`src/rtl/dram_initiator.sv`:
```
// ---------------------------------------------------------------------------
// dram_initiator
//
// Initiator-side front end for the 8-lane DRAM model. One byte-granular
// burst (1..LANES consecutive bytes, read or write) is taken from the
// requester, fanned out one byte per DRAM lane, held until every enabled
// lane reports valid, released back to idle, and answered with read data
// and a timeout flag.
//
// Ports
//   clk, reset          : clock, asynchronous active-low reset
//   req_valid/req_ready : request handshake (ready only in IDLE)
//   req_rdwr            : 0 = write, 1 = read
//   req_addr            : base byte address
//   req_len             : byte count 0..15, clamped to LANES
//   req_wdata           : write bytes, byte i -> lane i
//   resp_valid/ready    : response handshake
//   resp_rdata          : read bytes, byte i from lane i (0 if not captured)
//   resp_err            : transaction aborted on timeout
//   dram_en             : per-lane enable
//   dram_rdwr           : read/write select to DRAM
//   dram_data_in        : per-lane write byte
//   dram_addr           : per-lane byte address
//   dram_data_out       : per-lane read byte from DRAM
//   dram_valid          : per-lane completion from DRAM
// All outputs are registered.
// ---------------------------------------------------------------------------
module dram_initiator #(
  parameter int LANES   = 8,
  parameter int ADDR_W  = 64,
  parameter int TIMEOUT = 64
) (
  input  logic                      clk,
  input  logic                      reset,
  input  logic                      req_valid,
  output logic                      req_ready,
  input  logic                      req_rdwr,
  input  logic [ADDR_W-1:0]         req_addr,
  input  logic [3:0]                req_len,
  input  logic [LANES*8-1:0]        req_wdata,
  output logic                      resp_valid,
  input  logic                      resp_ready,
  output logic [LANES*8-1:0]        resp_rdata,
  output logic                      resp_err,
  output logic [LANES-1:0]          dram_en,
  output logic                      dram_rdwr,
  output logic [LANES*8-1:0]        dram_data_in,
  output logic [LANES*ADDR_W-1:0]   dram_addr,
  input  logic [LANES*8-1:0]        dram_data_out,
  input  logic [LANES-1:0]          dram_valid
);

  // Wide enough to hold the value TIMEOUT itself.
  localparam int TW = $clog2(TIMEOUT + 1);

  typedef enum logic [1:0] {
    IDLE    = 2'd0,
    ISSUE   = 2'd1,
    RELEASE = 2'd2,
    RESP    = 2'd3
  } state_e;

  state_e                    state_q;
  logic                      rdwr_q;
  logic [LANES-1:0]          mask_q;
  logic [LANES-1:0]          done_q;
  logic [LANES*8-1:0]        cap_q;
  logic [TW-1:0]             timer_q;

  logic                      req_ready_q;
  logic                      resp_valid_q;
  logic [LANES*8-1:0]        resp_rdata_q;
  logic                      resp_err_q;
  logic [LANES-1:0]          dram_en_q;
  logic                      dram_rdwr_q;
  logic [LANES*8-1:0]        dram_data_in_q;
  logic [LANES*ADDR_W-1:0]   dram_addr_q;

  logic [LANES-1:0]          req_mask_d;
  logic [LANES*ADDR_W-1:0]   issue_addr_d;
  logic [LANES*8-1:0]        issue_data_d;
  logic [LANES-1:0]          new_valid_d;
  logic [LANES-1:0]          done_d;
  logic [LANES*8-1:0]        cap_d;
  logic [TW-1:0]             timer_d;
  logic                      timeout_d;

  assign req_ready    = req_ready_q;
  assign resp_valid   = resp_valid_q;
  assign resp_rdata   = resp_rdata_q;
  assign resp_err     = resp_err_q;
  assign dram_en      = dram_en_q;
  assign dram_rdwr    = dram_rdwr_q;
  assign dram_data_in = dram_data_in_q;
  assign dram_addr    = dram_addr_q;

  // Decode an incoming request: lane mask, per-lane address and write byte.
  // Lanes at or beyond req_len stay zero, which also clamps lengths > LANES.
  always_comb begin
    req_mask_d   = {LANES{1'b0}};
    issue_addr_d = {(LANES*ADDR_W){1'b0}};
    issue_data_d = {(LANES*8){1'b0}};
    for (int i = 0; i < LANES; i++) begin
      if (i < int'(req_len)) begin
        req_mask_d[i]                  = 1'b1;
        // Address arithmetic wraps modulo 2^ADDR_W.
        issue_addr_d[i*ADDR_W +: ADDR_W] = req_addr + ADDR_W'(i);
        issue_data_d[i*8 +: 8]         = req_wdata[i*8 +: 8];
      end else begin
        req_mask_d[i] = 1'b0;
      end
    end
  end

  // Lane completion tracking, first-valid-wins read capture and timer step.
  always_comb begin
    new_valid_d = dram_valid & mask_q & ~done_q;
    done_d      = done_q | new_valid_d;
    cap_d       = cap_q;
    for (int i = 0; i < LANES; i++) begin
      if (new_valid_d[i] && rdwr_q) begin
        cap_d[i*8 +: 8] = dram_data_out[i*8 +: 8];
      end else begin
        cap_d[i*8 +: 8] = cap_q[i*8 +: 8];
      end
    end
    timer_d   = timer_q + {{(TW-1){1'b0}}, 1'b1};
    timeout_d = (timer_d == TW'(TIMEOUT));
  end

  // Transaction FSM with all outputs registered.
  always_ff @(posedge clk or negedge reset) begin
    if (!reset) begin
      state_q        <= IDLE;
      rdwr_q         <= 1'b0;
      mask_q         <= {LANES{1'b0}};
      done_q         <= {LANES{1'b0}};
      cap_q          <= {(LANES*8){1'b0}};
      timer_q        <= {TW{1'b0}};
      req_ready_q    <= 1'b0;
      resp_valid_q   <= 1'b0;
      resp_rdata_q   <= {(LANES*8){1'b0}};
      resp_err_q     <= 1'b0;
      dram_en_q      <= {LANES{1'b0}};
      dram_rdwr_q    <= 1'b0;
      dram_data_in_q <= {(LANES*8){1'b0}};
      dram_addr_q    <= {(LANES*ADDR_W){1'b0}};
    end else begin
      case (state_q)
        IDLE: begin
          if (req_valid && req_ready_q) begin
            req_ready_q    <= 1'b0;
            rdwr_q         <= req_rdwr;
            mask_q         <= req_mask_d;
            done_q         <= {LANES{1'b0}};
            cap_q          <= {(LANES*8){1'b0}};
            timer_q        <= {TW{1'b0}};
            dram_rdwr_q    <= req_rdwr;
            dram_addr_q    <= issue_addr_d;
            dram_data_in_q <= issue_data_d;
            if (req_mask_d == {LANES{1'b0}}) begin
              // Zero-length request: answer at once, DRAM untouched.
              resp_valid_q <= 1'b1;
              resp_err_q   <= 1'b0;
              resp_rdata_q <= {(LANES*8){1'b0}};
              state_q      <= RESP;
            end else begin
              dram_en_q <= req_mask_d;
              state_q   <= ISSUE;
            end
          end else begin
            req_ready_q <= 1'b1;
          end
        end

        ISSUE: begin
          done_q  <= done_d;
          cap_q   <= cap_d;
          timer_q <= timer_d;
          if (timeout_d) begin
            dram_en_q    <= {LANES{1'b0}};
            resp_valid_q <= 1'b1;
            resp_err_q   <= 1'b1;
            resp_rdata_q <= cap_d;
            state_q      <= RESP;
          end else if (done_d == mask_q) begin
            dram_en_q <= {LANES{1'b0}};
            state_q   <= RELEASE;
          end else begin
            state_q <= ISSUE;
          end
        end

        RELEASE: begin
          timer_q <= timer_d;
          if (timeout_d) begin
            resp_valid_q <= 1'b1;
            resp_err_q   <= 1'b1;
            resp_rdata_q <= cap_q;
            state_q      <= RESP;
          end else if ((dram_valid & mask_q) == {LANES{1'b0}}) begin
            resp_valid_q <= 1'b1;
            resp_err_q   <= 1'b0;
            resp_rdata_q <= cap_q;
            state_q      <= RESP;
          end else begin
            state_q <= RELEASE;
          end
        end

        RESP: begin
          if (resp_ready) begin
            resp_valid_q <= 1'b0;
            req_ready_q  <= 1'b1;
            state_q      <= IDLE;
          end else begin
            state_q <= RESP;
          end
        end

        default: begin
          state_q      <= IDLE;
          dram_en_q    <= {LANES{1'b0}};
          resp_valid_q <= 1'b0;
          req_ready_q  <= 1'b0;
        end
      endcase
    end
  end

endmodule
```
`config.mk`:
```
export PLATFORM = sky130hd
export DESIGN_NAME = dram_initiator
export DESIGN_NICKNAME = d
export VERILOG_FILES = /design/src/rtl/dram_initiator.sv
export SDC_FILE = /design/constraint.sdc
export NUM_CORES = 2
export LEC_CHECK = 0
export ABC_CLOCK_PERIOD_IN_PS = 7350
export BUFFER_PORTS_ARGS = -buffer_cell sky130_fd_sc_hd__buf_2
export CORE_AREA = 2 2 337 339
export DETAILED_ROUTE_END_ITERATION = 12
export DIE_AREA = 0 0 339 341
export REMOVE_ABC_BUFFERS = 1
export SYNTH_ARGS = -nofsm -noshare
export SYNTH_HDL_FRONTEND = slang
export SYNTH_SLANG_ARGS = --single-unit
export TNS_END_PERCENT = 50
```
`constraint.sdc`:
```
create_clock -name clk -period 7.35 [get_ports clk]
set_input_delay 0 -clock clk [delete_from_list [all_inputs] [get_ports clk]]
set_output_delay 0 -clock clk [all_outputs]
set_load 0.02 [all_outputs]
```
# == Word level (Yosys, flattened, before mapping) ==
# Cells that the tools add are included.
# totals
ff_bits,741
wordCells,141
input_bits,209
output_inout_bits,652
# op_classes
order_cmp,8
reduce_logical,24
n_bitwise,4
n_addsub,8
n_mux,72
eq_ne,12
# ops
cell,count
64-bit 2-to-1 mux,14
"64-bit by 3-bit adder with 64-bit output, second input constant",4
64-bit one-hot mux with 3 select lines,1
8-bit 2-to-1 mux,21
"64-bit by 2-bit adder with 64-bit output, second input constant",2
64-bit one-hot mux with 2 select lines,1
"64-bit by 1-bit adder with 64-bit output, second input constant",1
8-bit one-hot mux with 2 select lines,2
1-bit 2-to-1 mux,22
8-bit AND,2
8-bit logical NOT,2
"3-bit by 4-bit less-than comparator with 1-bit output, first input constant",4
7-bit one-hot mux with 2 select lines,1
2-bit 2-to-1 mux,5
"2-bit != test, second input constant",5
5-bit AND reduction,2
1-bit logical AND,9
8-bit == test,1
"1-bit by 4-bit less-than comparator with 1-bit output, first input constant",2
"2-bit by 4-bit less-than comparator with 1-bit output, first input constant",2
8-bit inverter,1
8-bit bitwise OR,1
2-bit one-hot mux with 4 select lines,1
2-bit AND reduction,4
other kinds (14),18

# == Longest topological paths before layout ==
# logic_depth
word_depth,7
mapped_depth,11
depth_no_buf,8

# == Worst setup path after synthesis ==
# Ideal clock, no wire load.
# synth_path
path_kind,flip-flop to flip-flop
startpoint,register timer_q[0]
endpoint,"register resp_err_q, in the netlist resp_err"
stages_incl_launch_ff,8
synth_period_minus_slack_ps,2424
n_path_buf,1
arrival_ps,2299
setup_ps,125
slack_ps,4926
required_time_ps,7225
cell_sequence,dfrtp_1 > ha_1 > or3_1 > a211oi_1 > nand2_1 > a211oi_2 > buf_4 > mux2_2
# synth_via
elab_chain_cells,4
word_cells_on_any_way,7
cone_classes,1 x add/sub; 3 x eq/ne; 2 x mux; 1 x reduce/logical
# synth_lines
item,line,source
"start, declared",68,logic [TW-1:0] timer_q;
"start signal, assigned",139,timer_q <= {TW{1'b0}};
"start signal, assigned",157,timer_q <= {TW{1'b0}};
"start signal, assigned",179,timer_q <= timer_d;
7-bit by 1-bit adder with 7-bit output *,127,"timer_d = timer_q + {{(TW-1){1'b0}}, 1'b1};"
7-bit == test *,128,timeout_d = (timer_d == TW'(TIMEOUT));
"3-bit != test (no source line), or another cell as far along",--,
5-bit AND reduction (no source line) or 1-bit one-hot mux with 3 select lines (tied branches),--,
"end signal, assigned",143,resp_err_q <= 1'b0;
"end signal, assigned",164,resp_err_q <= 1'b0;
"end signal, assigned",183,resp_err_q <= 1'b1;
"end, declared",73,logic resp_err_q;
# Every way passes the cells marked *; elsewhere a longest branch is shown, timed or not.
# A chain may end at the register's enable or synchronous reset.

# == Final worst setup path ==
# layout_path
startpoint,input req_addr[2]
endpoint,"register dram_addr_q[499], in the netlist dram_addr[499]"
# layout_via
elab_chain_cells,2
# layout_lines
item,line,source
"start, declared",38,"input logic [ADDR_W-1:0] req_addr,"
64-bit by 3-bit adder with 64-bit output,107,issue_addr_d[i*ADDR_W +: ADDR_W] = req_addr + ADDR_W'(i);
64-bit 2-to-1 mux,104,if (i < int'(req_len)) begin
"end signal, assigned",147,dram_addr_q <= {(LANES*ADDR_W){1'b0}};
"end signal, assigned",159,dram_addr_q <= issue_addr_d;
"end, declared",77,logic [LANES*ADDR_W-1:0] dram_addr_q;
# No other way between the ends.

==> impl_results.rst <==
.. list-table::
   :header-rows: 1

   * - Metric
     - Value
   * - Reg-to-reg critical path endpoint
     - resp_rdata[52]
   * - Die extent in y
     - 341 um
   * - Floorplan Core Area
     - between 0.1 and 0.15 mm2
   * - Primary FF master, synth
     - sky130_fd_sc_hd__dfrtp_1
   * - ANT nets after route
     - 0
   * - DRT Wirelength
     - 170 mm
   * - Worst EP required
     - 7920 ps
   * - RR Startpoint
     - state_q[1]
   * - Unrepaired setup endpoints after global routing
     - false
   * - Via count of the first global-routing pass
     - 33500
   * - Die Span X
     - 339 um
   * - Category of the critical setup timing path
     - input pin to flop
   * - Result of the run
     - complete, no violations
   * - Final WS setup
     - 3560 ps
   * - Drt pass-1 iters
     - 6
   * - Global-route wire length before repair
     - 243 mm
   * - Worst slack after detailed placement
     - 3520 ps
   * - Area growth from synthesis to layout
     - 29.6%
   * - Number of ports placed on the die boundary
     - 861
   * - Post-synthesis register bit count
     - 741
   * - Clk sinks
     - 741
   * - Maximum fanout encountered on the critical timing path
     - 15
   * - Post-Synthesis Cells
     - 3946
   * - Nature of the critical path endpoint
     - flop
   * - Pin slew with the least headroom to its limit
     - 1350 ps
   * - Mapped cell area
     - roughly 0.037 mm2
   * - Path category of the worst min-delay check
     - input pin to async pin
   * - Ratio of cells with drive above 1 in the final layout
     - 0.228
   * - Inst Count DP
     - 6078
   * - Input/output buffers
     - between 800 and 900
   * - Number of max-capacitance violations reported
     - 0
   * - Avg Cell Area, Syn
     - 9.29 um2
   * - Die footprint
     - 0.116 mm2
   * - Number of placement rows
     - 123
   * - Highest clock frequency the design can meet
     - 264 MHz
   * - Overall global routing resource usage
     - 0.286
   * - Number of pins exceeding their max-slew limit in the final report
     - 0
   * - CP peak stage delay
     - 750 ps
   * - Post-detailed-route wirelength per cell
     - 26.2 um
   * - Kind of cell with the highest combined delay on the critical path
     - buffers and inverters
   * - Number of distinct library cells after synthesis
     - 67
   * - DR vias
     - 34400
   * - Worst setup path start
     - req_addr[2]
   * - Depth of the most critical reg-to-reg path
     - 7
   * - Clock skew
     - 24.9 ps
   * - Clock root buffer
     - sky130_fd_sc_hd__clkbuf_16
   * - Final cycle utilization of the critical path
     - 0.516
   * - Maximum vdd ir drop
     - about 0.41 mV
   * - Register area share after synthesis
     - 0.506
   * - R2R Setup Slk
     - between 3000 and 4000 ps
   * - Arrival time at the worst endpoint
     - 4370 ps
   * - Critical Path Slowest Stage Cell
     - sky130_fd_sc_hd__ha_1
   * - Clock network latency to the later pin of the worst-skew pair
     - 670 ps
   * - Worst Setup EP
     - dram_addr[499]
   * - Iteration-0 DRC Markers
     - roughly 3300
   * - TritonCTS clock tree
     - built
   * - Asr flop ratio synth
     - 1.00
   * - Antenna violations before repair
     - 7
   * - Number of gates on the worst path with buffers counted
     - 11
   * - Placer congestion estimate
     - between 0.9 and 1
   * - Worst rel slew slack
     - 0.101
   * - Total Power Consumption
     - 20.0 mW
   * - Buffers from clock root to sink, at most
     - 3
   * - Mean number of vias per cell
     - 5.31
   * - PwrDens
     - between 400 and 500 mW/mm2
   * - # resized after CTS
     - 0
   * - Number of buffers inserted during clock tree synthesis
     - 87
   * - Count of H-tree levels built during CTS
     - 3
   * - Final hold violations
     - 0
   * - Area occupied by multi-input gates
     - 0.0167 mm2
   * - Non-filler instance count after layout
     - approximately 6500
   * - Cell-by-cell listing of the critical path
     - dlygate4sd3_1 -> buf_2 -> buf_4 -> clkinv_1 -> ha_1 -> a21boi_2 -> nor3_2 -> nand3_2 -> nor3b_1 -> xnor2_1 -> o31ai_1
   * - Filler Cells Inserted
     - 11100
   * - Minimum hold slack
     - ~57 ps
   * - CP Launch Type
     - input pin
   * - Final critical path time including I/O delays and setup
     - approximately 3800 ps
   * - Leakage power figure
     - 21.8 nW
   * - Maximum number of pins on one net before global-route repair
     - 220
   * - Starting Density
     - 0.328
   * - Final setup violation count
     - 0
   * - Register area
     - 0.0185 mm2
   * - EDFF count, synth
     - 0
   * - Number of nets at the end of the flow
     - 5116
   * - Clock slew at reported path FFs
     - 60 ps
   * - Overflow left after global routing
     - 0
   * - Buf/Inv on CP
     - 4
   * - Remaining design rule violation count
     - 0
   * - Final HPWL DP
     - ~120 mm
   * - Yosys Warn Count
     - 0
per-stage QoR:
step                TNS (ps)  utilization  area [um2]
floorplan           -3701150            -       35400
global placement           0        0.378       42300
global route               0        0.425       47500
finish                     0        0.425       47500
detailed placement         0        0.378       42300
CTS                        0        0.425       47500
final cells by class:
cell class,count,area share
Timing Repair Buffer,1147,0.149
Multi-Input combinational cell,2830,0.352
Inverter,85,0.00671
Clock inverter,28,0.00732
Clock buffer,130,0.0553
Tap cell,1500,0.0395
Antenna cell,5,0.000263
Sequential cell,741,0.390
state kept, by name, indices dropped and copies added (netlist names), 2 cells and up:
register      flops
cap_q            64
done_q            8
dram_addr       512
dram_data_in     64
dram_en           8
mask_q            8
resp_rdata       64
state_q           2
timer_q           7
worst min path at each step:
stage                             endpoint  depth (start not counted)     startpoint
after CTS                 dram_data_in[19]                          2          reset
final                     dram_data_in[38]                          2          reset
after global placement    dram_data_in[13]                          1          reset
after detailed placement  dram_data_in[13]                          1          reset
after global routing      dram_data_in[44]                          3  req_wdata[44]
after floorplan                   cap_q[0]                          0          reset
synthesized netlist by cell type, drive strengths merged, types with 7 or more instances:
cell | instances | area, um2
nand2 | 881 | 3310
dfrtp | 741 | 18500
o21ai | 577 | 2890
xnor2 | 246 | 2150
nor2 | 204 | 766
clkbuf | 198 | 744
xor2 | 177 | 1550
mux2i | 128 | 1280
a22o | 113 | 990
buf | 92 | 488
nand3 | 90 | 478
inv | 83 | 312
a22oi | 63 | 473
nor3 | 61 | 325
nand4 | 55 | 403
nor4 | 35 | 414
o31ai | 31 | 243
a21oi | 23 | 115
nor2b | 18 | 113
and3 | 16 | 100
and4 | 15 | 131
ha | 15 | 188
nand4b | 9 | 78.8
and2 | 8 | 50.1
nor3b | 7 | 52.6
o2bb2ai | 7 | 61.3
layout by cell type (no fill, tap or decap), drive strengths merged, types with 4 or more instances in the layout:
cell and count:
dfrtp 741, clkbuf 130, o2bb2ai 7, nor2 204, xor2 177, a22o 113
diode 5, or2 5, nor2b 18, nand4b 9, a21oi 23, inv 85
a211oi 4, nand4 55, ha 15, a21o 4, o21ai 577, mux2i 128
dlygate4sd3 225, and2 8, nand3 90, clkinv 21, or3 5, o31ai 31
and3 16, nor4 35, bufinv 5, nand2 881, a22oi 63, nor3b 7
and4 15, nor3 61, buf 922, xnor2 246
kinds of logic (layout without fill, tap and decap cells):
logic type | after synthesis | after routing | synth area share
buffers and inverters | 375 | 1390 | 0.0423
AO/OA/AOI/OAI | 842 | 842 | 0.136
other | 0 | 5 | 0
multiplexers | 131 | 131 | 0.0359
flip-flops | 741 | 741 | 0.506
adder cells (fa/ha/maj) | 15 | 15 | 0.00512
AND/OR/NAND/NOR | 1419 | 1419 | 0.174
XOR/XNOR | 423 | 423 | 0.101
power breakdown:
| group | internal [mW] | switching (mW) |
|---|---|---|
| Clock | 2.66 | 1.88 |
| Combinational | 2.59 | 5.85 |
| Sequential | 5.83 | 1.15 |
per-layer routing:
metal  global-route usage  vias to the layer above  part of all wire
li1                     -                    15200                 -
met1                0.370                    17200              0.40
met2                0.462                     1604              0.47
met3               0.0662                      324             0.087
met4                0.115                        0             0.044
met5                    0                        -                 0
repair_timing:
action / CTS / global route
setup buffers: 0 / 0
hold buffers: 225 / 0
endpoints found under the setup margin: 0 / 0
endpoints found under the hold margin: 779 / 0
Note: power is estimated with default switching activity, not from simulation.
